<file path="src/rtl/program_loader.sv">
// Boot loader: streams INSTR/DATA words into the core's instruction and data memories
// at auto-incrementing addresses, holding the core in reset until a START word.
module program_loader #(
    parameter int DATA_W  = 32,
    parameter int IADDR_W = 7,
    parameter int DADDR_W = 7,
    parameter int I_DEPTH = 128,
    parameter int D_DEPTH = 128
) (
    input  logic               clk,
    input  logic               rst,
    input  logic               in_valid,
    output logic               in_ready,
    input  logic [1:0]         in_kind,
    input  logic [DATA_W-1:0]  in_data,
    output logic               instr_we,
    output logic [IADDR_W-1:0] instr_addr,
    output logic [DATA_W-1:0]  instr_wdata,
    output logic               data_we,
    output logic [DADDR_W-1:0] data_addr,
    output logic [DATA_W-1:0]  data_wdata,
    output logic               cpu_rst,
    output logic               running,
    output logic               error,
    output logic [IADDR_W:0]   i_count,
    output logic [DADDR_W:0]   d_count
);

    typedef enum logic [1:0] {
        ST_LOAD = 2'd0,
        ST_RUN  = 2'd1,
        ST_ERR  = 2'd2
    } state_e;

    localparam logic [1:0] K_INSTR = 2'd0;
    localparam logic [1:0] K_DATA  = 2'd1;
    localparam logic [1:0] K_SET   = 2'd2;
    localparam logic [1:0] K_START = 2'd3;

    localparam logic [IADDR_W:0]  I_LIM   = (IADDR_W+1)'(I_DEPTH);
    localparam logic [DADDR_W:0]  D_LIM   = (DADDR_W+1)'(D_DEPTH);
    localparam logic [DATA_W-2:0] I_LIM_W = (DATA_W-1)'(I_DEPTH);
    localparam logic [DATA_W-2:0] D_LIM_W = (DATA_W-1)'(D_DEPTH);

    state_e               state_q, state_d;
    logic [IADDR_W:0]     i_ptr_q, i_ptr_d, i_count_q, i_count_d;
    logic [DADDR_W:0]     d_ptr_q, d_ptr_d, d_count_q, d_count_d;
    logic                 instr_we_q, instr_we_d, data_we_q, data_we_d;
    logic [IADDR_W-1:0]   instr_addr_q, instr_addr_d;
    logic [DADDR_W-1:0]   data_addr_q, data_addr_d;
    logic [DATA_W-1:0]    instr_wdata_q, instr_wdata_d, data_wdata_q, data_wdata_d;
    logic                 accept_s, ovf_s, sel_s;
    logic [DATA_W-2:0]    tgt_s;

    assign accept_s = in_valid && (state_q == ST_LOAD);
    assign sel_s    = in_data[DATA_W-1];
    assign tgt_s    = in_data[DATA_W-2:0];

    // The whole SETADDR target is range-checked, not just the bits that fit a pointer.
    always_comb begin
        ovf_s = 1'b0;
        case (in_kind)
            K_INSTR: ovf_s = (i_ptr_q >= I_LIM);
            K_DATA:  ovf_s = (d_ptr_q >= D_LIM);
            K_SET:   ovf_s = sel_s ? (tgt_s >= D_LIM_W) : (tgt_s >= I_LIM_W);
            K_START: ovf_s = 1'b0;
            default: ovf_s = 1'b1;
        endcase
    end

    always_ff @(posedge clk) begin
        if (rst) begin
            state_q <= ST_LOAD;
        end else begin
            state_q <= state_d;
        end
    end

    always_comb begin
        state_d = state_q;
        case (state_q)
            ST_LOAD: begin
                if (accept_s && (in_kind == K_START)) begin
                    state_d = ST_RUN;
                end else if (accept_s && ovf_s) begin
                    state_d = ST_ERR;
                end else begin
                    state_d = ST_LOAD;
                end
            end
            ST_RUN:  state_d = ST_RUN;
            ST_ERR:  state_d = ST_ERR;
            default: state_d = ST_ERR;
        endcase
    end

    always_comb begin
        in_ready = (state_q == ST_LOAD);
        cpu_rst  = (state_q != ST_RUN);
        running  = (state_q == ST_RUN);
        error    = (state_q == ST_ERR);
    end

    // Addresses and write data hold their last written value between strobes.
    always_comb begin
        i_ptr_d       = i_ptr_q;
        d_ptr_d       = d_ptr_q;
        i_count_d     = i_count_q;
        d_count_d     = d_count_q;
        instr_we_d    = 1'b0;
        data_we_d     = 1'b0;
        instr_addr_d  = instr_addr_q;
        instr_wdata_d = instr_wdata_q;
        data_addr_d   = data_addr_q;
        data_wdata_d  = data_wdata_q;
        if (accept_s && !ovf_s) begin
            case (in_kind)
                K_INSTR: begin
                    instr_we_d    = 1'b1;
                    instr_addr_d  = i_ptr_q[IADDR_W-1:0];
                    instr_wdata_d = in_data;
                    i_ptr_d       = i_ptr_q + (IADDR_W+1)'(1);
                    i_count_d     = (i_count_q == I_LIM) ? i_count_q : i_count_q + (IADDR_W+1)'(1);
                end
                K_DATA: begin
                    data_we_d    = 1'b1;
                    data_addr_d  = d_ptr_q[DADDR_W-1:0];
                    data_wdata_d = in_data;
                    d_ptr_d      = d_ptr_q + (DADDR_W+1)'(1);
                    d_count_d    = (d_count_q == D_LIM) ? d_count_q : d_count_q + (DADDR_W+1)'(1);
                end
                K_SET: begin
                    if (sel_s) begin
                        d_ptr_d = tgt_s[DADDR_W:0];
                    end else begin
                        i_ptr_d = tgt_s[IADDR_W:0];
                    end
                end
                default: begin
                    i_ptr_d = i_ptr_q;
                end
            endcase
        end else begin
            i_ptr_d = i_ptr_q;
        end
    end

    always_ff @(posedge clk) begin
        if (rst) begin
            i_ptr_q       <= '0;
            d_ptr_q       <= '0;
            i_count_q     <= '0;
            d_count_q     <= '0;
            instr_we_q    <= 1'b0;
            data_we_q     <= 1'b0;
            instr_addr_q  <= '0;
            instr_wdata_q <= '0;
            data_addr_q   <= '0;
            data_wdata_q  <= '0;
        end else begin
            i_ptr_q       <= i_ptr_d;
            d_ptr_q       <= d_ptr_d;
            i_count_q     <= i_count_d;
            d_count_q     <= d_count_d;
            instr_we_q    <= instr_we_d;
            data_we_q     <= data_we_d;
            instr_addr_q  <= instr_addr_d;
            instr_wdata_q <= instr_wdata_d;
            data_addr_q   <= data_addr_d;
            data_wdata_q  <= data_wdata_d;
        end
    end

    assign instr_we    = instr_we_q;
    assign instr_addr  = instr_addr_q;
    assign instr_wdata = instr_wdata_q;
    assign data_we     = data_we_q;
    assign data_addr   = data_addr_q;
    assign data_wdata  = data_wdata_q;
    assign i_count     = i_count_q;
    assign d_count     = d_count_q;

endmodule

</file>
<file path="config.mk">
export PLATFORM = sky130hd
export DESIGN_NAME = program_loader
export DESIGN_NICKNAME = d
export VERILOG_FILES = /design/src/rtl/program_loader.sv
export SDC_FILE = /design/constraint.sdc
export NUM_CORES = 1
export LEC_CHECK = 0
export CORE_ASPECT_RATIO = 0.7
export CORE_MARGIN = 3
export CORE_UTILIZATION = 51
export DETAILED_ROUTE_END_ITERATION = 10
export HOLD_SLACK_MARGIN = 0.06
export PLACE_DENSITY = 0.91
export SYNTH_ARGS = -nofsm -noshare
export SYNTH_HDL_FRONTEND = slang
export SYNTH_SLANG_ARGS = --single-unit
</file>
<file path="constraint.sdc">
create_clock -name clk -period 2.9 [get_ports clk]
set_input_delay 0.58 -clock clk [delete_from_list [all_inputs] [get_ports clk]]
set_output_delay 0.58 -clock clk [all_outputs]
set_load 0.01 [all_outputs]
</file>
# Yosys cells after proc, flatten, opt, wreduce, memory -nomap -nowiden
# Index checks and enable logic that the tools add are counted.
# op_classes
addsub	4
order_cmp	3
n_eq_ne	10
n_mux	10
bitwise_logic	3
reduce_logical	16
# op_table
op	count
8-bit by 1-bit adder with 8-bit output (second input constant)	4
8-bit case mux with 2 select lines	2
31-bit by 8-bit >= comparator with 1-bit output (second input constant)	1
8-bit == test (second input constant)	2
8-bit >= comparator (second input constant)	2
8-bit 2-to-1 mux	2
3-bit AND reduction	4
2-bit == test (second input constant)	3
2-bit by 1-bit == test with 1-bit output (second input constant)	2
1-bit logical AND	4
2-bit logical NOT	2
2-bit 2-to-1 mux	2
2-bit != test (second input constant)	2
1-bit case mux with 4 select lines	1
2-bit case mux with 2 select lines	1
2-bit AND reduction	2
2-bit nonzero test	2
1-bit inverter	3
1-bit 2-to-1 mux	2
2-bit by 1-bit != test with 1-bit output (second input constant)	1
2-bit OR reduction	1
1-bit logical NOT	1
# totals
regBits	114
in_bits	37
output_inout_bits	100
word_cells	57

# Longest topological paths before layout
# depth
word_depth	6
mapped_depth	8

# Worst setup path before layout
# No wires, ideal clock.
# synth_timing
path_kind	input to register
start	in in_data[28]
end	reg d_ptr_q[5]
setup_time_ns	0.095
arrival_ns	1.950
t_required_ns	2.805
slack_ns	0.855
cell_stages	5
path_buffers	0
path_cell_list	nor4_2 > nand4_4 > nor2_4 > mux2_1 > a221oi_1
# synth_via
elab_chain_cells	5
# synth_lines
element	line_no	text
start, declared	15	input logic [DATA_W-1:0] in_data,
31-bit by 8-bit >= comparator with 1-bit output	65	K_SET: ovf_s = sel_s ? (tgt_s >= D_LIM_W) : (tgt_s >= I_LIM_W);
1-bit case mux with 4 select lines	62	case (in_kind)
1-bit logical NOT	116	if (accept_s && !ovf_s) begin
1-bit logical AND	116	
3-bit AND reduction (no line)	--	
end signal, assigned	162	d_ptr_q <= d_ptr_d;
end, declared	47	logic [DADDR_W:0] d_ptr_q, d_ptr_d, d_count_q, d_count_d;
# No other way between the ends.
# A chain may end at the register's enable or synchronous reset.

# Worst setup path after layout
# layout_timing
start	in in_kind[1]
end	reg d_ptr_q[1]
# layout_via
elab_chain_cells	5
elab_cells_between_ends	11
cone_classes	4 x eq/ne; 2 x mux; 5 x reduce/logical
# layout_lines
element	line_no	text
start, declared	14	input logic [1:0] in_kind,
2-bit == test, or another cell as far along	62	
1-bit case mux with 4 select lines	62	
1-bit logical NOT	116	
1-bit logical AND	116	
3-bit AND reduction (no line)	--	
# Several ways; a longest one is shown, not always the timed one.

==> summary.md <==
| Metric | Value |
|---|---|
| Status | `completed` |
| DP Worst Slack | `0.1652 ns` |
| DP Area | `approximately 6300 µm²` |
| Number of synthesis warnings | `0` |
| Cell variety after synth | `59` |
| Post-route cell area | `6864 µm²` |
| #FFs+latches synth | `114` |
| Clock Skew | `0.007579 ns` |
| F_max | `0.4113 GHz` |
| CTS Buf Count | `17` |
| Pins over their slew limit | `0` |
| Sequential element share of the synthesized area | `a little under half` |
| Final worst slack | `around 0.47 ns` |
| Vias per inst | `between 5 and 6` |
| Post-layout minimum cycle time | `2.432 ns` |
| Vias in the first global route | `4603` |
| First-pass GRT wire length | `between 20000 and 25000 µm` |
| FFs w/ async S/R, synth | `0%` |
| Ports | `~140` |
| Overflow after GRT | `0` |
| CTS tree | `done` |
| Clock Tree Buf Depth | `2` |
| TritonRoute pass-1 iters | `5` |
| Clock sinks | `114` |
| Hold Path Depth | `2` |
| Drt total wl | `~15000 µm` |
| Startpoint types | `primary input` |
| Overall power | `roughly 3.9 mW` |
| Fin. Hold Viols | `0` |
| Req. time, crit path | `around 3.2 ns` |
| Fillers | `695` |
| GR Util met3 | `7.682%` |
| Root buffer cell | `clkbuf_16` |
| Setup TNS | `0 ns` |
| Total track usage | `27.36%` |
| GR Util met2 | `45.21%` |
| Worst skew pair latency | `0.41 ns` |
| Total die area | `10740 µm²` |
| Hold Crit Class | `reg2reg` |
| Grt met1 use | `35.26%` |
| Clock transition at path regs | `0.05 ns` |
| Pwr Density | `573.2 nW/µm²` |
| Antenna cells | `0` |
| Period utilization | `83.85%` |
| Final HPWL DP | `9971 µm` |
| Hold bufs inserted after CTS | `0` |
| RSZ-0062 raised after global routing | `false` |
| P_leak | `2.361 nW` |
| Port Buf Inserts | `136` |
| Cells after synthesis | `between 600 and 700` |
| Syn_area_per_cell | `8.024 µm²` |
| Antenna-violating nets left | `0` |
| Vias | `4847` |
| Nets | `778` |
| Synth Cell Area | `4855 µm²` |
| Most Crowded Layer GR | `met2` |
| Die H | `87.63 µm` |
| Number of enable flip-flop cells after synthesis | `0` |
| Slew headroom | `60.74%` |
| Avg WL per Cell | `16.70 µm` |
| Max-cap violations | `0` |
| Kind of critical path | `in2reg` |
| Top FF cell, synth | `dfxtp_1` |
| Synth Net Count | `650` |
| Area grow syn2layout | `41.39%` |
| Number of H-tree levels | `4` |
| Die width | `roughly 120 µm` |
| Initial DRC count | `~550` |
| Worst-Margin Slew | `between 0.5 and 0.6 ns` |
| GPL Wtd Cong | `0.9231` |
| Maximum VDD drop | `approximately 0.41 mV` |
| Final setup fails | `0` |
| Core Area | `9180 µm²` |
| Initial Util | `52.88%` |
| Row cnt | `29` |
| Layout cells sized above 1 | `8.043%` |
| DRC errors left | `0` |
| Critical Path Sink Type | `flop` |
| Cts repair resizes | `0` |
| Post-CTS setup buffer count | `0` |
| Crit path DAT | `2.73 ns` |
| Initial antenna violation count | `0` |
| Pin count of the biggest net entering global routing | `just under 60` |
| Critical-path maximum fanout | `12` |
| Worst Reg-to-Reg Cells | `5` |
worst paths after layout:
kind	slack [ns]	startpoint	endpoint
max reg2reg	0.96	state_q[0]	d_ptr_q[1]
max	0.47	in_kind[1]	d_ptr_q[1]
min reg2reg	0.45	data_wdata[3]	data_wdata[3]
min	0.45	data_wdata[3]	data_wdata[3]
through the flow:
stage / util (%) / cells / hold WS [ns]
floorplan: - / 605 / 0.4444
global placement: 68.71 / 838 / 0.4410
detailed placement: 68.71 / 838 / 0.4471
CTS: 74.77 / 870 / 0.4541
global route: 74.77 / 870 / 0.4752
finish: 74.77 / 870 / 0.4546
layer usage:
metal	wire length, µm	share of wire, %
met5	0	0
met1	6119	42
met4	140	0.96
met2	6989	48
met3	1280	8.8
sequential cells by signal, summed over array words and instances (netlist names):
signal and count:
i_count 8, d_count 8, data_addr 7, data_we 1
state_q 2, instr_wdata 32, i_ptr_q 8, instr_addr 7
d_ptr_q 8, instr_we 1, data_wdata 32
critical path, cell delays in order:
cell and delay, ns:
clkdlybuf4s50_1 0.61, nor2b_1 0.44, nand3_1 0.20, nand2_1 0.37
a21oi_1 0.17, a311oi_1 0.34
kinds of logic after synthesis:
kind of cell / synth area share [%]
xor+xnor: 2.526
fa+ha+maj: 2.062
simple gates: 26.29
compound gates: 17.24
buf+inv: 4.639
mux: 0.2319
flops: 47.01
synthesized netlist by cell type, types with 2 or more instances:
master,n,area share [%]
nand2_1,187,14
dfxtp_1,114,47
a21oi_1,94,9.7
nor2_1,27,2.1
clkbuf_1,24,1.9
inv_1,15,1.2
buf_2,12,1.2
nand3_1,12,1.2
nand4_1,10,1.3
ha_1,8,2.1
xor2_1,8,1.4
nor3_1,7,0.72
o21ai_0,7,0.72
nor4_1,6,0.77
xnor2_1,6,1.1
a211oi_1,4,0.62
a311oi_1,4,0.72
nor4_2,4,1.0
and2_1,3,0.39
and3_1,3,0.39
o31ai_1,3,0.46
or4_1,3,0.46
a31oi_1,2,0.26
nor2b_1,2,0.26
nor3b_2,2,0.52
nor4b_1,2,0.36
o211a_1,2,0.41
o21a_1,2,0.31
o32ai_1,2,0.36
layout make-up:
cell class	count	area (µm²)	area share (%)
Inverter	15	56.30	0.8203
Sequential cell	114	2282	33.25
Clock inverter	13	113.9	1.659
Clock buffer	19	442.9	6.453
Timing Repair Buffer	147	1466	21.36
Multi-Input combinational cell	438	2347	34.20
Tap cell	124	155.1	2.260
placed cells by master (no fill, tap or decap), types with 3 or more instances in the layout:
| cell | count |
|---|---|
| clkbuf_16 | 17 |
| clkinv_4 | 5 |
| o21ai_0 | 7 |
| a311oi_1 | 4 |
| o31ai_1 | 3 |
| xnor2_1 | 6 |
| a211oi_1 | 4 |
| nor4_1 | 6 |
| and3_1 | 3 |
| nand3_1 | 12 |
| dfxtp_1 | 114 |
| buf_4 | 10 |
| nor4_2 | 4 |
| xor2_1 | 8 |
| clkinv_2 | 5 |
| a21oi_1 | 94 |
| nand4_1 | 10 |
| clkdlybuf4s50_1 | 135 |
| nand2_1 | 187 |
| ha_1 | 8 |
| nor3_1 | 7 |
| and2_1 | 3 |
| nor2_1 | 27 |
| inv_1 | 15 |
| or4_1 | 3 |
power by group:
part / switching, mW / total [mW] / internal, mW
Combinational: 0.197 / 0.360 / 0.162
Clock: 0.738 / 1.93 / 1.20
Sequential: 0.0336 / 1.64 / 1.61
Power figures use the tool's default switching activity.
